===== src/rtl/bin2bcd_seq_pkg.sv =====
`default_nettype none
// ============================================================================
// Module   : bin2bcd_seq_pkg
// Brief    : Shared constants and FSM state type for the binary-to-BCD block.
// Revision : 1.0
// ============================================================================
package bin2bcd_seq_pkg;

  localparam int BIN_W   = 21;
  localparam int NDIG    = 6;
  localparam int MAX_VAL = 1999999;
  localparam int ITER    = 21;

  typedef enum logic [1:0] {
    IDLE  = 2'd0,
    SHIFT = 2'd1,
    DONE  = 2'd2
  } state_t;

endpackage
`default_nettype wire


===== src/rtl/bin2bcd_seq_if.sv =====
`default_nettype none
// ============================================================================
// Module   : bin2bcd_seq_if
// Brief    : Request/result bundle between a converter client and bin2bcd_seq.
// Revision : 1.0
// ============================================================================
interface bin2bcd_seq_if;
  import bin2bcd_seq_pkg::*;

  logic             start;
  logic [BIN_W-1:0] bin_in;
  logic             busy;
  logic             done;
  logic             ovf;
  logic             d0;
  logic [3:0]       d1;
  logic [3:0]       d2;
  logic [3:0]       d3;
  logic [3:0]       d4;
  logic [3:0]       d5;
  logic [3:0]       d6;

  modport master (
    output start, bin_in,
    input  busy, done, ovf, d0, d1, d2, d3, d4, d5, d6
  );

  modport slave (
    input  start, bin_in,
    output busy, done, ovf, d0, d1, d2, d3, d4, d5, d6
  );

endinterface
`default_nettype wire


===== src/rtl/bin2bcd_seq_bcd_add3.sv =====
`default_nettype none
// ============================================================================
// Module   : bcd_add3
// Brief    : Double-dabble nibble correction: add 3 when the nibble is >= 5.
// Revision : 1.0
// ============================================================================
module bcd_add3 (
  input  wire logic [3:0] din,
  output logic      [3:0] dout
);

  always_comb begin
    dout = din;
    if (din >= 4'd5) dout = din + 4'd3;
  end

endmodule
`default_nettype wire


===== src/rtl/bin2bcd_seq.sv =====
`default_nettype none
// ============================================================================
// Module   : bin2bcd_seq
// Brief    : Sequential shift-and-add-3 binary to BCD converter, saturating.
// Revision : 1.0
// ============================================================================
module bin2bcd_seq
  import bin2bcd_seq_pkg::*;
#(
  parameter int BIN_W = bin2bcd_seq_pkg::BIN_W,
  parameter int NDIG  = bin2bcd_seq_pkg::NDIG
) (
  input  wire logic       clk,
  input  wire logic       rst,
  bin2bcd_seq_if.slave    bus
);

  localparam int SCR_W = 4 * NDIG;
  localparam int CNT_W = $clog2(ITER + 1);
  localparam logic [BIN_W-1:0] C_MAX = BIN_W'(MAX_VAL);
  localparam logic [SCR_W:0]   C_SAT = {1'b1, {NDIG{4'd9}}};

  state_t             r_state;
  logic [BIN_W-1:0]   r_bin;
  logic               r_lead;
  logic [SCR_W-1:0]   r_bcd;
  logic [CNT_W-1:0]   r_cnt;
  logic               r_sat;
  logic               r_busy;
  logic               r_done;
  logic               r_ovf;
  logic [SCR_W:0]     r_digits;
  logic [SCR_W-1:0]   w_adj;

  // The lead bit is deliberately outside the correction network.
  generate
    for (genvar g = 0; g < NDIG; g++) begin : g_add3
      bcd_add3 u_add3 (
        .din  (r_bcd[4*g +: 4]),
        .dout (w_adj[4*g +: 4])
      );
    end
  endgenerate

  always_ff @(posedge clk) begin
    if (rst) begin
      r_state  <= IDLE;
      r_bin    <= '0;
      r_lead   <= 1'b0;
      r_bcd    <= '0;
      r_cnt    <= '0;
      r_sat    <= 1'b0;
      r_busy   <= 1'b0;
      r_done   <= 1'b0;
      r_ovf    <= 1'b0;
      r_digits <= '0;
    end else begin
      r_done <= 1'b0;
      case (r_state)
        IDLE: begin
          if (bus.start) begin
            r_bin   <= bus.bin_in;
            r_lead  <= 1'b0;
            r_bcd   <= '0;
            r_cnt   <= CNT_W'(ITER);
            r_sat   <= (bus.bin_in > C_MAX);
            r_busy  <= 1'b1;
            r_state <= SHIFT;
          end
        end
        SHIFT: begin
          {r_lead, r_bcd, r_bin} <= {w_adj, r_bin, 1'b0};
          r_cnt <= r_cnt - CNT_W'(1);
          if (r_cnt == CNT_W'(1)) r_state <= DONE;
        end
        DONE: begin
          r_done   <= 1'b1;
          r_busy   <= 1'b0;
          r_ovf    <= r_sat;
          r_digits <= r_sat ? C_SAT : {r_lead, r_bcd};
          r_state  <= IDLE;
        end
        default: r_state <= IDLE;
      endcase
    end
  end

  assign bus.busy = r_busy;
  assign bus.done = r_done;
  assign bus.ovf  = r_ovf;
  assign bus.d0   = r_digits[SCR_W];
  assign bus.d1   = r_digits[23:20];
  assign bus.d2   = r_digits[19:16];
  assign bus.d3   = r_digits[15:12];
  assign bus.d4   = r_digits[11:8];
  assign bus.d5   = r_digits[7:4];
  assign bus.d6   = r_digits[3:0];

endmodule
`default_nettype wire


===== src/flat_wrapper.sv =====
// flat-port wrapper written by rule: the top's interface ports become plain ports
module bin2bcd_seq_flat import bin2bcd_seq_pkg::*;
#(
  parameter int BIN_W = bin2bcd_seq_pkg::BIN_W,
  parameter int NDIG  = bin2bcd_seq_pkg::NDIG
)
  (clk, rst, bus_start, bus_bin_in, bus_busy, bus_done, bus_ovf, bus_d0, bus_d1, bus_d2, bus_d3, bus_d4, bus_d5, bus_d6);
  bin2bcd_seq_if bus_i ();
  input  wire logic clk;
  input  wire logic rst;
  input wire logic [$bits(bus_i.start)-1:0] bus_start;
  input wire logic [$bits(bus_i.bin_in)-1:0] bus_bin_in;
  output wire logic [$bits(bus_i.busy)-1:0] bus_busy;
  output wire logic [$bits(bus_i.done)-1:0] bus_done;
  output wire logic [$bits(bus_i.ovf)-1:0] bus_ovf;
  output wire logic [$bits(bus_i.d0)-1:0] bus_d0;
  output wire logic [$bits(bus_i.d1)-1:0] bus_d1;
  output wire logic [$bits(bus_i.d2)-1:0] bus_d2;
  output wire logic [$bits(bus_i.d3)-1:0] bus_d3;
  output wire logic [$bits(bus_i.d4)-1:0] bus_d4;
  output wire logic [$bits(bus_i.d5)-1:0] bus_d5;
  output wire logic [$bits(bus_i.d6)-1:0] bus_d6;
  assign bus_i.start = bus_start;
  assign bus_i.bin_in = bus_bin_in;
  assign bus_busy = bus_i.busy;
  assign bus_done = bus_i.done;
  assign bus_ovf = bus_i.ovf;
  assign bus_d0 = bus_i.d0;
  assign bus_d1 = bus_i.d1;
  assign bus_d2 = bus_i.d2;
  assign bus_d3 = bus_i.d3;
  assign bus_d4 = bus_i.d4;
  assign bus_d5 = bus_i.d5;
  assign bus_d6 = bus_i.d6;
  bin2bcd_seq #(.BIN_W(BIN_W), .NDIG(NDIG)) u_core (.clk(clk), .rst(rst), .bus(bus_i));
endmodule

===== config.mk =====
export PLATFORM = sky130hd
export DESIGN_NAME = bin2bcd_seq_flat
export DESIGN_NICKNAME = d
export VERILOG_FILES = /design/src/rtl/bin2bcd_seq_pkg.sv /design/src/rtl/bin2bcd_seq_if.sv /design/src/rtl/bin2bcd_seq_bcd_add3.sv /design/src/rtl/bin2bcd_seq.sv /design/src/flat_wrapper.sv
export SDC_FILE = /design/constraint.sdc
export NUM_CORES = 1
export LEC_CHECK = 0
export CAP_MARGIN = 25
export CELL_PAD_IN_SITES_DETAIL_PLACEMENT = 0
export CELL_PAD_IN_SITES_GLOBAL_PLACEMENT = 2
export CORE_MARGIN = 2
export CORE_UTILIZATION = 32
export DETAILED_ROUTE_END_ITERATION = 10
export PLACE_DENSITY_LB_ADDON = 0.1
export SLEW_MARGIN = 20
export SYNTH_ARGS = -nofsm -noshare
export SYNTH_HDL_FRONTEND = slang
export SYNTH_SLANG_ARGS = --single-unit

===== constraint.sdc =====
create_clock -name clk -period 1.9 [get_ports clk]
set_clock_uncertainty 0.2 [all_clocks]
set_input_delay 0.38 -clock clk [delete_from_list [all_inputs] [get_ports clk]]
set_output_delay 0.38 -clock clk [all_outputs]
set_load 0.01 [all_outputs]

==> reports/results.txt <==
Global Route Usage Sum - 16.6%
Total vias in the final route - 3161
1st-iter DRT viols - 108
Drt total wl - 9290 µm
Syn_area_per_cell - 8.33 µm²
Mapped Cells - 434
TritonCTS clock tree - done
Max-cap violations - 0
Register area share after synthesis - 45.4%
Hold Path Class - in -> reg
Fin crit share - 95.3%
Yosys top cell area share - 45.4%
Core area - 0.0109 mm²
Setup Crit Path Kind - reg -> out
Vias in the first global route - 3050
Cell family with the largest share of critical-path delay - buffers and inverters
CP peak stage delay - 0.55 ns
Setup tns final - 0 ns
Post-placement cell count - 623
Reg2Reg Depth - 6
Die Y - 110 µm
Status - finished clean
Critical path cell sequence - clkdlybuf4s50_1
Starting Density - 33.1%
Worst-path clk slew - 0.06 ns
Num CTS Buffers - 9
CP max FO - 2
Achievable Freq - 0.552 GHz
Routability congestion estimate - 0.750
Final Hold Viols - 0
Register bit total from synthesis - 82
DRC - 0
Congestion Overflow GR - 0
Total area of sequential cells - 0.00164 mm²
CP endpoint kind - output port
PortBufs - 51
Area growth from synthesis to final layout - 30.5%
Slew HR - 66.8%
Wirelength per Cell - 14.6 µm
Layout cells sized above 1 - 8.23%
CP startpoint kind - register
Largest net degree at the start of global routing - 33
CTS root buf - clkbuf_16
Max rail drop VDD - 334 µV
Slowest CP cell - clkdlybuf4s50_1
Routed Antenna Nets - 0
Non-Filler Instances - 638
Post-CTS setup buffer count - 0
Flop2flop setup slack - 0.17 ns
Final setup fails - 0
Crit path time final - 1.81 ns
HPWL after detailed placement - 6700 µm
Antenna diodes - 0
Htree depth - 3
Buffer and inverter count on the worst path - 1
I/O pin cnt - 52
CP Depth - 1
Slew Limit Fails - 0
Cell variety after synth - 35
Yosys top cell by area - dfxtp_1
WP data required - 1.32 ns
First-pass DRT Iterations - 4
Static Leakage - 1.75 nW
Synth area leaders - dfxtp_1 45%, nand2_1 7.4%, a311oi_1 4.8%
Arr. time, crit path - 1.23 ns
Sink Count - 82
Fillers - 1121
Least-Margin Pin Slew - 0.496 ns
Clk_lat worst skew - 0.34 ns
Syn_nets - 472
Hold buffer count at cts - 0
Post-DR vias/cell - 4.95
CTS Buffer Depth - 2
Die X - 110 µm
Nets - 532
Full die area - 0.0122 mm²
RSZ-0062 raised after global routing - no
Hold depth - 2
Core Rows - 38
Multi-input logic area - 0.00178 mm²
First-pass GRT wire length - 15000 µm
PostCTS Resize Cnt - 0
Yosys warns - 0
Tot Pwr - 4.02 mW
Initial antenna violation count - 0
Synth Cell Area - 0.00362 mm²
PD cells - 851 mW/mm²
-- flip-flops by register name (all words and copies together), names as in the netlist --
name / count
u_core.r_bin: 21
u_core.bus.ovf: 1
u_core.bus.done: 1
u_core.r_cnt: 5
u_core.r_sat: 1
u_core.r_bcd: 24
u_core.r_lead: 1
u_core.r_state: 2
u_core.r_digits: 25
u_core.bus.busy: 1
-- area by class of cell --
| type | count | share of cell area [%] |
|---|---|---|
| multi-input cells | 310 | 37.7 |
| flip-flops and latches | 82 | 34.8 |
| repair buffers | 76 | 16.5 |
| clock buffers | 12 | 5.22 |
| well taps | 140 | 3.71 |
| inverters | 15 | 1.19 |
| clock inverters | 3 | 0.848 |
-- placed cells by master, fill, tap and decap left out, types with 2 or more instances in the layout --
master | netlist | layout
clkdlybuf4s50_1 | 0 | 50
nand3_1 | 8 | 8
clkbuf_16 | 0 | 9
o21ai_1 | 3 | 3
dfxtp_1 | 82 | 82
nand3b_1 | 9 | 9
a21oi_1 | 32 | 32
nand2b_1 | 8 | 8
o21ai_0 | 17 | 17
buf_4 | 6 | 18
ha_1 | 14 | 14
clkinv_2 | 0 | 2
nand2_1 | 71 | 71
inv_1 | 15 | 15
a22o_1 | 5 | 5
xnor2_1 | 6 | 6
nor2_1 | 43 | 43
xor2_1 | 8 | 8
nor3b_1 | 2 | 2
nor3_1 | 34 | 34
buf_12 | 0 | 7
mux2i_1 | 5 | 5
or3_1 | 7 | 7
o31ai_1 | 7 | 7
a311oi_1 | 20 | 20
clkbuf_1 | 9 | 2
-- stage by stage --
stage          area, µm²  utilization [%]  hold WS (ns)  worst slack [ns]
6_report            4720             43.2         0.215            0.0894
5_1_grt             4720             43.2         0.243            0.0321
4_1_cts             4720             43.2         0.210            0.0638
3_5_place_dp        4440             40.6         0.248            -0.128
3_3_place_gp        4440             40.6         0.237           -0.0874
2_1_floorplan       3620                -         0.227             0.243
-- per-layer routing --
metal	GRT usage [%]	share of wire, %	up-vias
met5	0	0	-
met4	8.84	2.4	0
met3	3.00	2.7	12
met2	28.2	49	57
met1	19.8	46	1463
li1	-	-	1629
-- worst paths after layout --
kind                       startpoint             endpoint
setup / recovery      u_core.bus.busy             bus_busy
setup reg to reg      u_core.r_bcd[1]      u_core.r_bcd[2]
hold / removal                    rst      u_core.r_cnt[1]
hold reg to reg   u_core.r_digits[10]  u_core.r_digits[10]
-- synthesized netlist by cell type, drive strengths merged --
library cell and count:
a211oi 1, nand2b 8, nor3 34, xor2 8, nand3b 9, nand3 8
inv 15, ha 14, and2b 1, o211ai 1, nand2 71, xnor2 6
nor2 44, a31oi 1, o21ba 1, nor3b 2, clkbuf 9, o31ai 7
mux2i 5, buf 18, nor4 1, a22o 5, a21oi 32, o21ai 20
nand4 1, a22oi 1, a311oi 20, or3 7, dfxtp 82, nor2b 1
mux2 1
-- power breakdown --
part | leakage [nW] | internal, mW | switching [mW]
Sequential | 0.668 | 1.80 | 0.0457
Clock | 0.142 | 1.04 | 0.659
Combinational | 0.941 | 0.221 | 0.252
Total | 1.75 | 3.06 | 0.957
-- cell families (layout without fill, tap and decap cells) --
logic type | after synthesis | count (layout) | synth area share (%)
simple gates | 187 | 187 | 23.6
compound gates | 89 | 89 | 15.8
flops | 82 | 82 | 45.4
buf+inv | 42 | 106 | 5.36
fa+ha+maj | 14 | 14 | 4.84
xor+xnor | 14 | 14 | 3.39
mux | 6 | 6 | 1.69
Power figures use the tool's default switching activity.
